<file path="config.mk">
export PLATFORM = sky130hd
export DESIGN_NAME = gbt_xu5_link_core
export DESIGN_NICKNAME = d
export VERILOG_FILES = /design/src/rtl/gbt_xu5_link_core.sv
export SDC_FILE = /design/constraint.sdc
export NUM_CORES = 2
export LEC_CHECK = 0
export CORE_UTILIZATION = 40
export CTS_BUF_LIST = sky130_fd_sc_hd__clkbuf_2 sky130_fd_sc_hd__clkbuf_4 sky130_fd_sc_hd__clkbuf_8
export DETAILED_ROUTE_END_ITERATION = 8
export PLACE_DENSITY = 0.64
export SLEW_MARGIN = 20
export SYNTH_ARGS = -nofsm -noshare
export SYNTH_HDL_FRONTEND = slang
export SYNTH_SLANG_ARGS = --single-unit
</file>
<file path="constraint.sdc">
create_clock -name clk -period 34.1 [get_ports clk]
set_input_delay 6.82 -clock clk [delete_from_list [all_inputs] [get_ports clk]]
set_output_delay 6.82 -clock clk [all_outputs]
set_load 0.05 [all_outputs]
</file>
<file path="src/rtl/gbt_xu5_link_core.sv">
// gbt_xu5_link_core
//   Frame-level GBT-style link core, single 40 MHz frame clock domain.
//   TX: builds a 120-bit frame {header[3:0], payload[83:0], crc[31:0]} from data_sent.
//   RX: registers rx_frame, removes an unknown left rotation by bitslipping,
//       locks after LOCK_FRAMES consecutive valid frames, returns the payload.
// Ports:
//   clk, reset          frame clock, asynchronous active-high reset
//   data_sent     [83:0]  user payload, sampled every cycle
//   tx_frame     [119:0]  transmitted frame (registered)
//   rx_frame     [119:0]  received frame, arbitrary left rotation of a TX frame
//   sfp_los               optical loss of signal
//   bitslip_reset         restart alignment from slip 0 while high
//   data_received [83:0]  recovered payload
//   link_ready            receiver locked
//   rx_error              one-cycle pulse per invalid frame while locked
//   bitslip_count  [6:0]  current rotation correction, 0..119
module gbt_xu5_link_core #(
    parameter int unsigned LOCK_FRAMES   = 8,
    parameter int unsigned UNLOCK_FRAMES = 4
) (
    input  logic         clk,
    input  logic         reset,
    input  logic [83:0]  data_sent,
    output logic [119:0] tx_frame,
    input  logic [119:0] rx_frame,
    input  logic         sfp_los,
    input  logic         bitslip_reset,
    output logic [83:0]  data_received,
    output logic         link_ready,
    output logic         rx_error,
    output logic [6:0]   bitslip_count
);

    localparam logic [3:0] HdrData = 4'b0101;
    localparam logic [3:0] HdrIdle = 4'b0110;
    localparam int unsigned LCW = $clog2(LOCK_FRAMES + 1);
    localparam int unsigned UCW = $clog2(UNLOCK_FRAMES + 1);

    typedef enum logic [1:0] {StLos, StSearch, StConfirm, StLocked} state_t;

    // CRC-32 (0x04C11DB7), init all-ones, MSB first, no reflection, no final XOR.
    function automatic logic [31:0] crc32_88(input logic [87:0] d);
        logic [31:0] c;
        c = 32'hFFFF_FFFF;
        for (int i = 87; i >= 0; i--) begin
            if (c[31] ^ d[i]) c = {c[30:0], 1'b0} ^ 32'h04C1_1DB7;
            else              c = {c[30:0], 1'b0};
        end
        return c;
    endfunction

    // ---------------------------------------------------------------- TX
    logic         first_q;
    logic [3:0]   tx_hdr;
    logic [83:0]  tx_pay;
    logic [119:0] tx_next;

    always_comb begin
        tx_hdr  = first_q ? HdrIdle : HdrData;
        tx_pay  = first_q ? 84'd0 : data_sent;
        tx_next = {tx_hdr, tx_pay, crc32_88({tx_hdr, tx_pay})};
    end

    always_ff @(posedge clk or posedge reset) begin
        if (reset) begin
            first_q  <= 1'b1;
            tx_frame <= '0;
        end else begin
            first_q  <= 1'b0;
            tx_frame <= tx_next;
        end
    end

    // ---------------------------------------------------------------- RX
    logic [119:0]   rx_q;
    logic [119:0]   aligned;
    logic           rx_valid;
    logic           rx_empty;
    logic           rx_is_data;
    logic [6:0]     slip_next;
    state_t         state_q;
    logic [LCW-1:0] lock_cnt_q;
    logic [UCW-1:0] inv_cnt_q;

    always_comb begin
        // Rotate right; a zero left shift by 120 yields 0, so count 0 passes rx_q through.
        aligned    = (rx_q >> bitslip_count) | (rx_q << (7'd120 - bitslip_count));
        rx_is_data = (aligned[119:116] == HdrData);
        rx_valid   = (rx_is_data || (aligned[119:116] == HdrIdle)) &&
                     (crc32_88(aligned[119:32]) == aligned[31:0]);
        // An all-zero word is a dead line, not a misaligned frame: don't slip on it.
        rx_empty   = (rx_q == '0);
        slip_next  = (bitslip_count == 7'd119) ? 7'd0 : bitslip_count + 7'd1;
    end

    always_ff @(posedge clk or posedge reset) begin
        if (reset) begin
            rx_q          <= '0;
            state_q       <= StSearch;
            lock_cnt_q    <= '0;
            inv_cnt_q     <= '0;
            bitslip_count <= '0;
            data_received <= '0;
            link_ready    <= 1'b0;
            rx_error      <= 1'b0;
        end else begin
            rx_q     <= rx_frame;
            rx_error <= 1'b0;
            if (sfp_los) begin
                state_q       <= StLos;
                lock_cnt_q    <= '0;
                inv_cnt_q     <= '0;
                data_received <= '0;
                link_ready    <= 1'b0;
            end else if (bitslip_reset) begin
                state_q       <= StSearch;
                bitslip_count <= '0;
                lock_cnt_q    <= '0;
                inv_cnt_q     <= '0;
                data_received <= '0;
                link_ready    <= 1'b0;
            end else begin
                unique case (state_q)
                    StLos: begin
                        state_q <= StSearch;
                    end
                    StSearch: begin
                        if (rx_valid) begin
                            state_q    <= StConfirm;
                            lock_cnt_q <= LCW'(1);
                        end else if (!rx_empty) begin
                            bitslip_count <= slip_next;
                        end
                    end
                    StConfirm: begin
                        if (rx_valid) begin
                            lock_cnt_q <= lock_cnt_q + LCW'(1);
                            if (lock_cnt_q >= LCW'(LOCK_FRAMES - 1)) begin
                                state_q    <= StLocked;
                                link_ready <= 1'b1;
                                inv_cnt_q  <= '0;
                            end
                        end else begin
                            state_q       <= StSearch;
                            lock_cnt_q    <= '0;
                            bitslip_count <= slip_next;
                        end
                    end
                    StLocked: begin
                        if (rx_valid) begin
                            inv_cnt_q <= '0;
                            if (rx_is_data) data_received <= aligned[115:32];
                        end else begin
                            rx_error <= 1'b1;
                            if (inv_cnt_q >= UCW'(UNLOCK_FRAMES - 1)) begin
                                // Keep bitslip_count: the old alignment is the best first guess.
                                state_q       <= StSearch;
                                inv_cnt_q     <= '0;
                                lock_cnt_q    <= '0;
                                data_received <= '0;
                                link_ready    <= 1'b0;
                            end else begin
                                inv_cnt_q <= inv_cnt_q + UCW'(1);
                            end
                        end
                    end
                endcase
            end
        end
    end

endmodule

</file>
==> out/metrics.yaml <==
critical_path:
  crit_path_end_kind: "register"
  cpMaxStageDelayCell: "xnor2_1"
  crit_path_frequent_cell: "xnor2_1"
  crit_family: "XOR/XNOR gates"
  worst-setup-path-type: "in -> reg"
  slowest_delay_ns: 0.74
  path_max_fanout: 8
  critPathBufInv: 1
  worstPathRequired_ns: 34.75
  critical_path_arrival_ns: 18.73
  r2r-start: "bitslip_count[0]$_DFFE_PP0P_"
  worstSetupStartpoint: "data_sent[81]"
  crit_path_start_kind: "input pin"
synthesis:
  yosysMostFrequentCell: "xnor2_1"
  synthTopCellsByCount: "xnor2_1, nor2_1, dfrtp_1, mux2i_1, mux4_2"
  yosysUniqueCellTypes: 114
  synth_edf_count: 0
  yosysSeqAreaShare: 0.173
  synth_ff_type: "dfrtp_1"
  synth_top_area_cell: "dfrtp_1"
  yosys-top-cells-area: "dfrtp_1, xnor2_1, mux4_2, xnor3_1, mux2i_1"
  yosysWarnings: 0
  synth_cells: 4908
  netlist.area_leader.share: 0.172
  syn_avg_cell_area_um2: 10.1
  ys_async_sr_fraction: 1.00
  syn_area_um2: 49300
  synth_seq_cells: 342
final_layout:
  area_growth_pct: 14.2
  drive_gt1_frac: 0.162
  stdcell_count: 6822
  final_nets: 5360
  nFillCells: 11565
clock_tree:
  ctsLongestPathBuffers: 3
  clkTransAtPathRegs_ns: 0.06
  ctsResizeCount: 0
  cts_buffers: 61
  post_cts_buffers: 0
  cts_tree: "done"
  cts_hold_buf: 0
  clock-sinks: 342
  htree_levels: 2
  clock_latency_ns: 0.79
  cts_root_buffer: "clkbuf_8"
placement:
  globalplace.congestion: 1.10
  dp.cells: 6697
  portBuffers: 419
  place_hpwl_um: 190000
timing:
  fmax_mhz: 55.3
  tightest_slew_ns: 1.31
  setup_tns_ns: 0
  skew_ns: 0.0572
  final-max-slew-violation-count: 0
  setup_viol: 0
  post-route-period-util: 0.530
  hold_violations: 0
  finalCriticalPeriod_ns: 18.08
  maxSlewHeadroom: 0.120
  rsz0062_at_grt: "no"
hold_path:
  hold_start: "data_received[48]$_DFFE_PP0P_"
  worst_hold_path_type: "reg -> reg"
die:
  die_h_um: 353
  coreArea_um2: 122000
  start_util: 0.404
  die_w_um: 353
  dieArea_um2: 125000
  pin_count: 421
  rows: 128
job:
  maxCapViolCount: 0
grt:
  grt_overflow: 0
  grt_max_degree: 101
  antenna_found_initial: 15
  grt_pass1_wl_um: 335000
  grt.total_usage: 0.373
  first_global_vias: 42822
drt:
  routed_wl_um: 238000
  wl_per_cell_um: 34.9
  drt_iter0_drc: 6078
  via_per_inst: 6.46
  drc: 0
  postRouteAntennaNets: 0
  vias: 44045
  drt-pass1-iter-count: 9
status:
  outcome: "finished clean"
placed cells by master (no fill, tap or decap), drive strengths merged, types with 37 or more instances in the layout:
master	count
xor2	264
a22oi	55
nand2	225
buf	134
nor2b	96
nor2	474
xor3	41
o2bb2ai	48
inv	37
mux2	126
nor4	51
o22ai	57
mux4	256
a21oi	246
nor3	140
xnor2	866
a211oi	78
mux2i	257
nand3	46
xnor3	228
o21ai	132
clkdlybuf4s50	419
a221oi	46
dfrtp	340
clkbuf	96
path summary, 6_finish.rpt:
check | endpoint | depth (start not counted) | slack (ns)
worst max-delay path | tx_frame[8]$_DFF_PP0_ | 28 | 16.02
worst min-delay path | data_received[48]$_DFFE_PP0P_ | 1 | 0.49
worst max register to register | bitslip_count[3]$_DFFE_PP0P_ | 34 | 16.97
worst min register to register | data_received[48]$_DFFE_PP0P_ | 1 | 0.49
max in group asynchronous | bitslip_count[6]$_DFFE_PP0P_ | 4 | 25.27
min in group asynchronous | tx_frame[109]$_DFF_PP0_ | 2 | 6.60
cell families (layout without fill, tap and decap cells):
| group | Yosys count | in the layout | synth area share |
|---|---|---|---|
| AOI/OAI and AO/OA | 937 | 937 | 0.136 |
| adders and majority gates | 12 | 12 | 0.00304 |
| muxes | 639 | 639 | 0.198 |
| buffers and inverters | 424 | 702 | 0.0425 |
| xor gates and xnor gates | 1399 | 1399 | 0.338 |
| other | 2 | 13 | 0.000152 |
| and+or+nand+nor | 1153 | 1153 | 0.109 |
| DFF | 342 | 342 | 0.173 |
worst reg2reg max path: cells and delay by family, from the launching register on:
| family | cells | cell delay (ns) |
|---|---|---|
| xor gates and xnor gates | 17 | 7.81 |
| and+or+nand+nor | 5 | 2.58 |
| AOI/OAI and AO/OA | 5 | 1.84 |
| buffers and inverters | 3 | 1.62 |
| muxes | 2 | 1.45 |
| DFF | 1 | 0.83 |
| adders and majority gates | 2 | 0.78 |
routing by layer:
layer,wire length [um],GRT usage
met2,104000,0.565
met4,15500,0.197
met5,105,0
met1,93200,0.488
met3,25400,0.0952
layout make-up:
cell class / instances / area (um^2) / share of cell area
multi-input cells: 4143 / 38900 / 0.691
well taps: 1625 / 2030 / 0.0361
repair buffers: 556 / 5230 / 0.0927
diodes: 10 / 25.0 / 0.000444
inverters: 36 / 146 / 0.00260
clock buffers: 93 / 1170 / 0.0207
flip-flops and latches: 342 / 8590 / 0.152
clock inverters: 17 / 206 / 0.00366
flip-flops by register name, indices dropped and copies added, names as in the netlist:
name	flops
rx_error	1
data_received	84
tx_frame	119
bitslip_count	7
state_q	2
lock_cnt_q	4
first_q	1
rx_q	120
inv_cnt_q	3
link_ready	1
metrics by stage:
step            util  setup slack (ns)  instance area [um^2]  hold slack, ns
3_5_place_dp   0.450             15.25                 54900           0.476
5_1_grt        0.462             15.22                 56300           0.504
3_3_place_gp   0.450             15.51                 54900           0.463
4_1_cts        0.461             16.08                 56300           0.493
6_report       0.462             16.02                 56300           0.493
2_1_floorplan      -             17.80                 49300           0.395
Power is left out: the tool's default activity adds up to more than one toggle a clock period on the data nets, which glitch-free logic cannot reach.
